--- config.mk ---
export PLATFORM = sky130hd
export DESIGN_NAME = io_debounce
export DESIGN_NICKNAME = d
export VERILOG_FILES = /design/src/rtl/io_debounce.sv
export SDC_FILE = /design/constraint.sdc
export NUM_CORES = 1
export LEC_CHECK = 0
export CORE_MARGIN = 8
export CORE_UTILIZATION = 40
export DETAILED_ROUTE_END_ITERATION = 8
export GPL_ROUTABILITY_DRIVEN = 0
export SLEW_MARGIN = 15
export SYNTH_ARGS = -nofsm -noshare
export SYNTH_HDL_FRONTEND = slang
export SYNTH_SLANG_ARGS = --single-unit
--- constraint.sdc ---
create_clock -name clk -period 2.8 [get_ports clk]
set_input_delay 0.28 -clock clk [delete_from_list [all_inputs] [get_ports clk]]
set_output_delay 0.28 -clock clk [all_outputs]
set_load 0.005 [all_outputs]
--- src/rtl/io_debounce.sv ---
// io_debounce: per-bit synchroniser and tick-based debouncer feeding io_bamse PortA.
// Define IO_DEBOUNCE_EDGE_EN to add the registered rise_o/fall_o edge pulses.
module io_debounce #(
  parameter int              WIDTH       = 3,
  parameter int              SYNC_STAGES = 2,
  parameter int              PRESCALE    = 1,
  parameter int              DB_COUNT    = 4,
  parameter logic [WIDTH-1:0] RST_VAL    = '0
) (
  input  logic             clk,
  input  logic             rst_n,
  input  logic [WIDTH-1:0] pin_in_i,
  output logic [WIDTH-1:0] pin_out_o,
  output logic             changed_o
`ifdef IO_DEBOUNCE_EDGE_EN
  ,
  output logic [WIDTH-1:0] rise_o,
  output logic [WIDTH-1:0] fall_o
`endif
);
  localparam int PW = PRESCALE > 1 ? $clog2(PRESCALE) : 1;
  localparam int CW = $clog2(DB_COUNT + 1);
  // sync_q[0] is the first stage; the last stage feeds the debouncer
  logic [SYNC_STAGES-1:0][WIDTH-1:0] sync_q;
  logic [PW-1:0]                     pre_q, pre_d;
  logic [WIDTH-1:0][CW-1:0]          cnt_q, cnt_d;
  logic [WIDTH-1:0]                  pin_q, pin_d, s;
  logic                              tick, changed_q;
  assign s     = sync_q[SYNC_STAGES-1];
  assign tick  = pre_q == PW'(PRESCALE - 1);
  assign pre_d = tick ? '0 : pre_q + 1'b1;
  always_comb begin
    cnt_d = cnt_q;
    pin_d = pin_q;
    for (int i = 0; i < WIDTH; i++) begin
      if (tick) begin
        if (s[i] == pin_q[i]) cnt_d[i] = '0;
        else if (cnt_q[i] == CW'(DB_COUNT - 1)) begin
          pin_d[i] = s[i];
          cnt_d[i] = '0;
        end else cnt_d[i] = cnt_q[i] + 1'b1;
      end
    end
  end
  always_ff @(posedge clk or negedge rst_n) begin
    if (!rst_n) begin
      sync_q    <= {SYNC_STAGES{RST_VAL}};
      pre_q     <= '0;
      cnt_q     <= '0;
      pin_q     <= RST_VAL;
      changed_q <= 1'b0;
    end else begin
      sync_q    <= {sync_q[SYNC_STAGES-2:0], pin_in_i};
      pre_q     <= pre_d;
      cnt_q     <= cnt_d;
      pin_q     <= pin_d;
      changed_q <= |(pin_d ^ pin_q);
    end
  end
  assign pin_out_o = pin_q;
  assign changed_o = changed_q;
`ifdef IO_DEBOUNCE_EDGE_EN
  logic [WIDTH-1:0] rise_q, fall_q;
  always_ff @(posedge clk or negedge rst_n) begin
    if (!rst_n) begin
      rise_q <= '0;
      fall_q <= '0;
    end else begin
      rise_q <= pin_d & ~pin_q;
      fall_q <= ~pin_d & pin_q;
    end
  end
  assign rise_o = rise_q;
  assign fall_o = fall_q;
`endif
endmodule

==> results_dict.tcl, run 1 <==
set metrics [dict create \
    outcome "finished, final reports clean" \
    tightest_slew_ns 0.796 \
    die_h_um 57.6 \
    cts_tree "built" \
    cts_root_buf "clkbuf_4" \
    cts.repair.resized 0 \
    path_buf_inv 1 \
    min_period_over_period_pct 54.4 \
    drt.antenna.violating_nets 0 \
    regArea_um2 475 \
    synth_area_per_cell_um2 15.8 \
    power_density_nw_per_um2 888 \
    cts.sinks 19 \
    fin_tns_setup_ns 0 \
    hold_path_class "reg -> reg" \
    routed_wl_um 854 \
    antenna_found_initial 0 \
    ys_warn_count 0 \
    post-cts-setup-buffers 0 \
    final_hold_viol_count 0 \
    rsz0062_at_grt "no" \
    worstPathRequired_ns 2.52 \
    yosysSeqAreaShare_pct 68.6 \
    wl_per_cell_um 11.7 \
    worstPathMaxFanout 4 \
    antenna_cells 0 \
    cts_buffers 3 \
    dr.pass1.iters 3 \
    grt_pass1_vias 394 \
    ioPinCount 9 \
    die_w_um 57.6 \
    slowest_stage "clkdlybuf4s50_1" \
    fin_skew_ns 0.00199 \
    slew_viol_final 0 \
    synthToLayoutAreaGrowth_pct 18.4 \
    nets 65 \
    die_area_um2 3320 \
    crit_type "reg -> out" \
    fillers 158 \
    power.total_uw 729 \
    synth_nets 52 \
    design_area_um2 821 \
    rows 15 \
    max_stage_delay_ns 0.53 \
    endpoint_kind "output port" \
    setup_viol 0 \
    placed_area_um2 795 \
    p_leak_uw 0.000376 \
    synth-seq-cells 19 \
    clock_path_buffers 2 \
    synthesis.area_um2 693 \
    place_ws_ns 1.45 \
    io_buffers 8 \
    track_usage_pct 6.37 \
    core-area_um2 1670 \
    fin_crit_ns 1.52 \
    max_freq_mhz 656 \
    multi_input_area_um2 218 \
    setup_ws_ns 1.28 \
    grt_pass1_wl_um 1570 \
    ir_worst_vdd_mv 0.407 \
    via_per_inst 4.92 \
    slew_headroom_pct 46.7 \
    drv_cap 0 \
    cts_hold_buf 0 \
    drc_errors 0 \
    syn_inst 44 \
    clk_pin_slew_ns 0.10 \
    drive_above_1_share_pct 14.3 \
    layout_commonest_cell "dfrtp_1" \
    path_delay_family "buffers and inverters" \
    cp-start-kind "register" \
    htree_levels 1 \
    gr-total-overflow 0 \
    drtIter0Drc 3 \
    insertion_delay_ns 0.28 \
    grt_max_degree 20 \
    start_util_pct 41.5 \
    worstPathArrival_ns 1.24 \
    synth_cell_types 12 \
    vias 359 \
    mostFrequentLayoutCells "dfrtp_1, clkdlybuf4s50_1, nor3b_1" \
    cp_cell_sequence "clkdlybuf4s50_1" \
]
## state kept, by name, summed over array words and instances, names as in the netlist
signal     cells
sync_q         3
changed_o      1
cnt_q          9
s              3
pin_out_o      3
## where the power goes
part / internal (uW) / switching, uW
logic: 134 / 78.4
clock network: 55.3 / 74.8
registers: 340 / 46.4
## logic make-up after synthesis
logic type	Yosys count	share of synthesized area, %
flops	19	68.6
simple gates	13	12.3
xor+xnor	5	7.40
mux	3	4.87
fa+ha+maj	3	5.42
compound gates	1	1.44
## through the flow
step | std cells | hold slack, ns | util (%)
after global routing | 73 | 0.375 | 49.1
after global placement | 69 | 0.334 | 47.6
after floorplan | 44 | -0.0156 | -
final | 73 | 0.356 | 49.1
after CTS | 73 | 0.358 | 49.1
after detailed placement | 69 | 0.335 | 47.6
## layer usage
metal  vias to the layer above  part of all wire, %  global-route usage (%)
met5                         -                    0                       0
met4                         0                  3.2                    6.43
met3                         4                  6.9                    2.65
met2                        10                   40                    9.00
met1                       171                   50                    6.90
li1                        174                    -                       -
## cell usage after synthesis
library cell | number | share of area, %
xnor2_1 | 2 | 2.5
and2_1 | 2 | 1.8
xnor2_2 | 1 | 2.3
a221o_1 | 1 | 1.4
mux2_2 | 3 | 4.9
nor2b_1 | 3 | 2.7
dfrtp_1 | 19 | 69
nor3b_1 | 4 | 4.3
nor3_1 | 3 | 2.2
xor2_1 | 2 | 2.5
ha_1 | 3 | 5.4
nor2b_2 | 1 | 1.3
## layout make-up
| type | count | share of cell area, % |
|---|---|---|
| timing repair buffer | 8 | 9.76 |
| sequential | 19 | 57.9 |
| clock buffer | 4 | 3.20 |
| multi-input combinational | 25 | 26.5 |
| tap | 17 | 2.59 |
## final timing paths
path,startpoint,slack (ns),end,depth (start not counted)
max in group asynchronous,rst_n,1.86,s[2]$_DFF_PN0_,1
setup / recovery,pin_out_o[1]$_DFF_PN0_,1.28,pin_out_o[1],1
hold / removal,sync_q[1]$_DFF_PN0_,0.36,s[1]$_DFF_PN0_,0
hold reg to reg,sync_q[1]$_DFF_PN0_,0.36,s[1]$_DFF_PN0_,0
min in group asynchronous,rst_n,0.45,cnt_q[2]$_DFF_PN0_,1
setup reg to reg,cnt_q[0]$_DFF_PN0_,1.52,changed_o$_DFF_PN0_,4
No activity file was read; power rests on OpenSTA's default activity.
==> inputs of run 2 (changes only) <==
==> constraint.sdc (replaced) <==
create_clock -name clk -period 1.25 [get_ports clk]
set_input_delay 0.125 -clock clk [delete_from_list [all_inputs] [get_ports clk]]
set_output_delay 0.125 -clock clk [all_outputs]
set_load 0.005 [all_outputs]
==> results_dict.tcl, run 2 (same netlist as run 1, synthesis figures left out) <==
set metrics [dict create \
    outcome "finished, final reports clean" \
    multi_input_area_um2 244 \
    cts_hold_buf 0 \
    crit_type "reg -> reg" \
    power.total_uw 1730 \
    drv_cap 0 \
    layout_commonest_cell "dfrtp_1" \
    slew_headroom_pct 84.5 \
    power_density_nw_per_um2 1970 \
    tightest_slew_ns 0.232 \
    grt_pass1_wl_um 1750 \
    vias 383 \
    drc_errors 0 \
    cp-start-kind "register" \
    cts_root_buf "clkbuf_4" \
    regArea_um2 475 \
    rsz0062_at_grt "no" \
    die_area_um2 3320 \
    hold_path_class "in -> async" \
    cp_cell_sequence "ha_1 -> nor2b_2 -> mux2_2" \
    r2r_start "cnt_q[6]$_DFF_PN0_" \
    fillers 148 \
    max_stage_delay_ns 0.36 \
    synthToLayoutAreaGrowth_pct 26.9 \
    mostFrequentLayoutCells "dfrtp_1, buf_4, nor3b_1, clkdlybuf4s50_1, dlygate4sd2_1" \
    design_area_um2 880 \
    final_hold_viol_count 0 \
    slew_viol_final 0 \
    antenna_cells 0 \
    drive_above_1_share_pct 27.9 \
    worstPathMaxFanout 3 \
    largest_register_ffs 9 \
    routed_wl_um 1020 \
    slowest_stage "dfrtp_1" \
    top_register "cnt_q" \
    insertion_delay_ns 0.28 \
    min_period_over_period_pct 96.0 \
    max_freq_mhz 833 \
    wl_per_cell_um 13.1 \
    io_buffers 8 \
    clk_pin_slew_ns 0.10 \
    grt_pass1_vias 446 \
    start_util_pct 41.5 \
    antenna_found_initial 0 \
    nets 70 \
    dr.pass1.iters 2 \
    endpoint_kind "register" \
    fin_skew_ns 0.00175 \
    cts.sinks 19 \
    fin_crit_ns 1.20 \
    ioPinCount 9 \
    rows 15 \
    drt.antenna.violating_nets 0 \
    core-area_um2 1670 \
    via_per_inst 4.91 \
    htree_levels 1 \
    die_w_um 57.6 \
    fin_tns_setup_ns 0 \
    drtIter0Drc 1 \
    die_h_um 57.6 \
    rrSetupSlack_ns 0.05 \
    cts_tree "built" \
    crit_start "cnt_q[6]$_DFF_PN0_" \
    r2r_cells 3 \
    worstReg2RegEnd "pin_out_o[2]$_DFF_PN0_" \
    clock_path_buffers 2 \
    p_leak_uw 0.000409 \
    placed_area_um2 802 \
    setup_viol 0 \
    ir_worst_vdd_mv 1.05 \
    dpl.hpwl_um 695 \
    track_usage_pct 6.81 \
    crit_end "pin_out_o[2]$_DFF_PN0_" \
    cts_buffers 3 \
    worstPathArrival_ns 1.38 \
    worstPathRequired_ns 1.43 \
    gr-total-overflow 0 \
    grt_max_degree 20 \
]
[run 2: stage by stage]
| stage | worst slack (ns) | utilization (%) | instances | hold slack (ns) |
|---|---|---|---|---|
| final | 0.0500 | 52.7 | 78 | 0.160 |
| after global routing | 0.00431 | 52.7 | 78 | 0.177 |
| after floorplan | 0.0426 | - | 44 | -0.171 |
| after detailed placement | -0.0248 | 48.0 | 70 | 0.335 |
| after CTS | 0.00684 | 50.9 | 77 | 0.164 |
| after global placement | -0.0153 | 48.0 | 70 | 0.332 |
[run 2: what timing repair did]
item | CTS | global route
pin swaps | 0 | 1
buffers inserted | 3 | 1
endpoints found under the setup margin | 6 | 2
gates resized for setup | 6 | 4
[run 2: routing by layer]
layer  vias up  part of all wire (%)  wire length (um)  track usage [%]
met5         -                     0                 0                0
met4         0                  0.59                 6             4.29
met3         2                   6.0                61             2.65
met2         8                    51               522             10.8
met1       190                    42               430             7.50
li1        183                     -                 -                -
[run 2: worst min-delay path by stage]
stage / cells after the start / to / slack [ns]
after detailed placement: 0 / s[1]$_DFF_PN0_ / 0.33
after global placement: 0 / s[2]$_DFF_PN0_ / 0.33
after CTS: 2 / changed_o$_DFF_PN0_ / 0.16
final: 2 / changed_o$_DFF_PN0_ / 0.16
after floorplan: 0 / changed_o$_DFF_PN0_ / -0.17
after global routing: 2 / cnt_q[8]$_DFF_PN0_ / 0.18
[run 2: area by class of cell]
| class | count | area share [%] |
|---|---|---|
| repair buffers | 13 | 12.8 |
| clock buffers | 4 | 2.99 |
| multi-input cells | 25 | 27.7 |
| well taps | 17 | 2.42 |
| flip-flops and latches | 19 | 54.1 |
[run 2: power breakdown]
part | internal, uW | switching (uW)
Sequential | 762 | 69.0
Clock | 124 | 174
Combinational | 361 | 244
[run 2: worst max-delay path: cells and delay by family, from the launching register on]
family / cells / cell delay, ns
DFF: 1 / 0.36
muxes: 1 / 0.35
and+or+nand+nor: 1 / 0.22
adders and majority gates: 1 / 0.17
